<file path="src/rtl/fir_pkg.sv">
// Shared constants and helpers for the FIR filter blocks.
// Holds default widths, the accumulator sizing rule and the standard 11-tap coefficient set.
package fir_pkg;

    localparam int NB_DEF = 8;
    localparam int NT_DEF = 10;
    localparam int SH_DEF = NB_DEF - 1;

    // Full-precision sum of nt+1 products of two nb-bit signed words.
    function automatic int acc_width(input int nb, input int nt);
        return 2 * nb + $clog2(nt + 1);
    endfunction

    localparam logic signed [7:0] STD_COEF [0:10] = '{
        -8'sd1, -8'sd2, -8'sd4, 8'sd8, 8'sd35, 8'sd50,
        8'sd35, 8'sd8, -8'sd4, -8'sd2, -8'sd1
    };

endpackage

</file>
<file path="src/rtl/fir_round_sat.sv">
// Round-half-up, arithmetic right shift and clamp of a wide accumulator to NB bits.
// Shared by the filter blocks so every output stage rounds identically.
module fir_round_sat
    import fir_pkg::*;
#(
    parameter int NB = NB_DEF,
    parameter int AW = acc_width(NB_DEF, NT_DEF),
    parameter int SH = SH_DEF
) (
    input  logic signed [AW-1:0] acc,
    output logic signed [NB-1:0] res
);

    // One guard bit so adding the rounding constant can never wrap.
    localparam int RW = AW + 1;
    localparam logic signed [RW-1:0] HALF = (SH > 0) ? (RW'(1) << ((SH > 0) ? SH - 1 : 0)) : '0;
    localparam logic signed [RW-1:0] MAXV = RW'((1 << (NB - 1)) - 1);
    localparam logic signed [RW-1:0] MINV = RW'(-(1 << (NB - 1)));

    logic signed [RW-1:0] rnd;
    logic signed [RW-1:0] shf;

    always_comb begin
        rnd = RW'(acc) + HALF;
        shf = rnd >>> SH;
        res = shf[NB-1:0];
        if (shf > MAXV) begin
            res = MAXV[NB-1:0];
        end else if (shf < MINV) begin
            res = MINV[NB-1:0];
        end
    end

endmodule

</file>
<file path="src/rtl/fir_pipe.sv">
// Pipelined direct-form FIR: product stage, accumulate stage, round/saturate output stage.
// Coefficients load through a shift chain; optional warm-up gating of the output strobe.
module fir_pipe
    import fir_pkg::*;
#(
    parameter int NB     = NB_DEF,
    parameter int NT     = NT_DEF,
    parameter int SH     = NB - 1,
    parameter bit WARMUP = 1'b1
) (
    input  logic                 CLK,
    input  logic                 RST,
    input  logic signed [NB-1:0] DIN,
    input  logic                 VIN,
    input  logic                 B_LD,
    input  logic signed [NB-1:0] B_IN,
    output logic signed [NB-1:0] DOUT,
    output logic                 VOUT
);

    localparam int AW = acc_width(NB, NT);
    localparam int PW = 2 * NB;
    localparam int FW = $clog2(NT + 2);

    logic signed [NB-1:0] taps [NT];
    logic signed [NB-1:0] coef [NT+1];
    logic signed [NB-1:0] win  [NT+1];
    logic signed [PW-1:0] prod [NT+1];
    logic signed [AW-1:0] acc_sum;
    logic signed [AW-1:0] acc_q;
    logic signed [NB-1:0] rs_out;
    logic [FW-1:0]        fill;
    logic                 take;
    logic                 p1_v;
    logic                 p2_v;

    // The incoming sample joins the window on the same edge, so products see the
    // coefficients held before any simultaneous load.
    always_comb begin
        win[0] = DIN;
        for (int k = 1; k <= NT; k++) begin
            win[k] = taps[k-1];
        end
    end

    always_comb begin
        acc_sum = '0;
        for (int k = 0; k <= NT; k++) begin
            acc_sum = acc_sum + AW'(prod[k]);
        end
    end

    assign take = VIN && (!WARMUP || (fill >= FW'(NT)));

    fir_round_sat #(
        .NB (NB),
        .AW (AW),
        .SH (SH)
    ) u_round_sat (
        .acc (acc_q),
        .res (rs_out)
    );

    always_ff @(posedge CLK) begin
        if (RST) begin
            for (int k = 0; k < NT; k++) begin
                taps[k] <= '0;
            end
            for (int k = 0; k <= NT; k++) begin
                coef[k] <= '0;
                prod[k] <= '0;
            end
            fill  <= '0;
            p1_v  <= 1'b0;
            p2_v  <= 1'b0;
            acc_q <= '0;
            DOUT  <= '0;
            VOUT  <= 1'b0;
        end else begin
            if (VIN) begin
                taps[0] <= DIN;
                for (int k = 1; k < NT; k++) begin
                    taps[k] <= taps[k-1];
                end
                if (fill != FW'(NT + 1)) begin
                    fill <= fill + 1'b1;
                end
                for (int k = 0; k <= NT; k++) begin
                    prod[k] <= PW'(win[k]) * PW'(coef[k]);
                end
            end
            if (B_LD) begin
                for (int k = 0; k < NT; k++) begin
                    coef[k] <= coef[k+1];
                end
                coef[NT] <= B_IN;
            end
            p1_v <= take;
            p2_v <= p1_v;
            if (p1_v) begin
                acc_q <= acc_sum;
            end
            VOUT <= p2_v;
            if (p2_v) begin
                DOUT <= rs_out;
            end
        end
    end

endmodule

</file>
<file path="config.mk">
export PLATFORM = sky130hd
export DESIGN_NAME = fir_pipe
export DESIGN_NICKNAME = d
export VERILOG_FILES = /design/src/rtl/fir_pkg.sv /design/src/rtl/fir_round_sat.sv /design/src/rtl/fir_pipe.sv
export SDC_FILE = /design/constraint.sdc
export NUM_CORES = 2
export LEC_CHECK = 0
export BUFFER_PORTS_ARGS = -buffer_cell sky130_fd_sc_hd__buf_2
export CORE_ASPECT_RATIO = 1.1
export CORE_MARGIN = 2
export CORE_UTILIZATION = 40
export CTS_CLUSTER_SIZE = 20
export DETAILED_ROUTE_END_ITERATION = 10
export GPL_TIMING_DRIVEN = 0
export PLACE_DENSITY = 0.57
export SLEW_MARGIN = 25
export SYNTH_ARGS = -nofsm -noshare
export SYNTH_HDL_FRONTEND = slang
export SYNTH_SLANG_ARGS = --single-unit
</file>
<file path="constraint.sdc">
create_clock -name CLK -period 14.7 [get_ports CLK]
set_input_delay 1.47 -clock CLK [delete_from_list [all_inputs] [get_ports CLK]]
set_output_delay 1.47 -clock CLK [all_outputs]
set_load 0.05 [all_outputs]
</file>
==> metrics.md <==
| Metric | Value |
|---|---|
| #FFs+latches synth | 373 |
| Io pins | 29 |
| Post-CTS setup buffers | 0 |
| Pins over their slew limit | 0 |
| Worst-skew pair later-pin latency | 0.63 ns |
| Min Tclk post-route | 5.273 ns |
| Cell count after synthesis | 4230 |
| Worst slew pin tran | 1.064 ns |
| Fmax | 189.6 MHz |
| Total grt overflow | 0 |
| Total Power | 7.486 mW |
| Worst EP required | 15.19 ns |
| Synth area leaders | fa_1 34%, edfxtp_1 23%, ha_1 9.6% |
| Final setup viols | 0 |
| Seq/Total Area, Yosys | 0.2447 |
| Main combinational cell family by area after synthesis | adder cells |
| Vias in the first global route | 29930 |
| Initial core utilization | 0.4029 |
| TritonCTS Buffers | 49 |
| Share of the synthesized area in the top cell type | 0.3381 |
| Xor/xnor cell area share of the yosys netlist | 0.03595 |
| Final WL | 103.7 mm |
| Hold WC Path Type | flop to flop |
| CP top delay family | adder cells |
| Initial drt markers | 1342 |
| Share of flip-flops with an asynchronous set or reset | 0 |
| Mux cell area share after synthesis | 0.001628 |
| GP Congestion | 0.8350 |
| Outcome | complete, no violations |
| Synth Area in Adders | 0.4344 |
| CTS Hold Bufs | 0 |
| Pin count of the biggest net entering global routing | 46 |
| CP Launch Type | flop |
| Post-synth EDFFs | 344 |
| Total die area | 114100 um^2 |
| PwrDens | 154.1 nW/um^2 |
| Post-Syn Area | 44580 um^2 |
| CTS root buf | clkbuf_16 |
| Post-Synth Simple-Gate Area | 0.1546 |
| Initial antenna violation count | 6 |
| Die H | 354.1 um |
| Most frequent CP cell | fa_1 |
| CTS tree | done |
| H-tree Lvls | 2 |
| Fin Setup TNS | 0 ns |
| Count of final hold-check violations | 0 |
| Most used DFF post-synth | edfxtp_1 |
| Post-route ant nets | 0 |
| CTS resizes | 0 |
| Core area | 110700 um^2 |
| Synthesized area per cell | 10.54 um^2 |
| Site Rows | 128 |
| Area growth syn-to-layout | 8.939% |
| # Max-Cap Violations | 0 |
| Complex-gate fraction of the synthesized area | 0.04308 |
| Share of cells above drive strength 1 | 0.03531 |
| Rel. slew slack | 0.2906 |
| Yosys cell types | 74 |
| Vias | 28070 |
| Yosys top cell by area | fa_1 |
| Routed length per instance | 17.70 um |
| Detail Placement HPWL | 83.53 mm |
| Buf/Inv on CP | 4 |
| RSZ-0062 raised after global routing | no |
| Max clock buf depth | 3 |
| DRC | 0 |
| Critical Path Sink Type | flop |
| Maximum VDD drop | 0.3387 mV |
| Slowest stage cell, crit path | fa_1 |
| Overall Global Routing Usage | 0.1909 |
| Crit Path Category | flop to flop |
| Core Util, Final | 0.4389 |
| Initial DRT Pass Iterations | 5 |
| I/O Buffers | 28 |
| Synth warn | 0 |
| Total Nets Final | 5436 |
| Syn nets | 5346 |
| Setup skew after layout | 0.02693 ns |
| Die width | 322.3 um |
| Via density | 4.792 |
| Global-route wire length before repair | 169.1 mm |
| Critical Path AT | 5.76 ns |
| Critical-path maximum fanout | 5 |
| CP peak stage delay | 0.59 ns |
| Clock slew at the register clock pins of the worst setup and hold paths | 0.07 ns |
| Leak | 21.85 nW |
| Clock sinks | 373 |
| Crit-path cells | inv_1 -> fa_1 -> inv_1 -> fa_1 -> fa_1 -> fa_1 -> inv_1 -> fa_1 -> inv_1 -> ha_1 -> o21ai_0 -> o21ai_1 -> a31oi_2 -> nand2_1 -> or2_1 -> a211oi_1 -> o32ai_1 |
| Final Cycle Share | 0.3587 |
==> cell families after synthesis <==
family | after synthesis
adder cells (fa/ha/maj) | 1096
flip-flops | 373
AND/OR/NAND/NOR | 1268
AO/OA/AOI/OAI | 286
multiplexers | 7
buffers and inverters | 1017
XOR/XNOR | 183
==> worst paths after layout <==
path         startpoint   endpoint  slack, ns  depth (start not counted)
max          prod[7][7]  acc_q[15]       9.43                         17
min           acc_q[14]  acc_q[14]       0.48                          2
max reg2reg  prod[7][7]  acc_q[15]       9.43                         17
min reg2reg   acc_q[14]  acc_q[14]       0.48                          2
==> tightest hold or removal path, delay by kind of cell, from the launching register on <==
kind	cells	cell delay (ns)
AOI/OAI and AO/OA	1	0.06
DFF	1	0.34
and+or+nand+nor	1	0.05
==> cells in the mapped netlist (3+ instances only) <==
library cell and n:
a2111oi_2 3, a211o_1 4, a211oi_1 19, a21o_1 23, a21oi_1 69, a311oi_1 7
a31oi_1 10, and2_1 611, and3_1 18, clkbuf_1 64, dfxtp_1 29, edfxtp_1 344
fa_1 753, ha_1 343, inv_1 952, mux2i_1 5, nand2_1 235, nand2b_1 87
nand3_1 9, nand4_1 4, nor2_1 177, nor2b_1 45, nor3_1 44, o211ai_1 4
o21a_1 30, o21ai_0 57, o21ai_1 9, o21bai_1 10, o22ai_1 3, o31ai_1 7
o41ai_1 7, or2_2 7, or3_1 7, or4_1 4, xnor2_1 134, xor2_1 49
==> cells in the final DEF (no fill, tap or decap), types with 6 or more instances in the layout <==
cell,netlist,final
o31ai_1,7,7
xnor2_1,134,134
nand2_1,235,235
inv_1,952,952
clkinv_2,0,7
clkbuf_1,64,66
dfxtp_1,29,29
o21ai_0,57,57
nand3_1,9,9
a211oi_1,19,19
and2_1,611,611
clkinv_4,0,6
o21bai_1,10,10
a21oi_1,69,69
xor2_1,49,49
edfxtp_1,344,344
or3_1,7,7
nor3_1,44,44
o21a_1,30,30
clkbuf_16,0,53
nand2b_1,87,87
and3_1,18,18
a21o_1,23,23
nor2_1,177,177
o41ai_1,7,7
buf_2,0,28
a31oi_1,10,10
o21ai_1,9,9
fa_1,753,753
a311oi_1,7,7
nor2b_1,45,44
ha_1,343,343
==> area by class of cell <==
cell class / count / area [um^2]
fillers: 10600 / 62100
multi-input cells: 2840 / 29860
flip-flops and latches: 373 / 10910
inverters: 952 / 3573
well taps: 1495 / 1871
clock buffers: 60 / 1373
repair buffers: 39 / 389.1
clock inverters: 32 / 339.1
plain buffers: 65 / 247.7
diodes: 1 / 2.502
==> flip-flops by register name, indices dropped and copies added, names as in the netlist <==
| register | cells |
|---|---|
| DOUT | 8 |
| acc_q | 14 |
| VOUT | 1 |
| fill | 4 |
| prod | 176 |
| p2_v | 1 |
| p1_v | 1 |
| coef | 88 |
| taps | 80 |
==> metal layers <==
metal,wire length [um],track usage,vias up
met5,34,0,-
met4,2584,0.05047,6
met3,3513,0.02105,135
met2,50970,0.3207,342
met1,46570,0.2629,14390
li1,-,-,13200
==> where the power goes <==
group | switching [mW] | internal (mW) | total, mW
Clock | 0.530 | 0.745 | 1.28
Combinational | 2.78 | 2.03 | 4.81
Sequential | 0.115 | 1.28 | 1.40
Total | 3.42 | 4.06 | 7.49
==> metrics by stage <==
step	hold WS, ns	worst slack (ns)	area [um^2]	std cells
after CTS	0.4795	9.406	48570	5856
final	0.4750	9.427	48570	5857
after detailed placement	0.4616	8.737	46850	5764
after global placement	0.4586	6.668	46590	5753
after global routing	0.5069	9.152	48570	5856
after floorplan	0.4250	9.051	44580	4230
(Power assumes the default switching activity.)
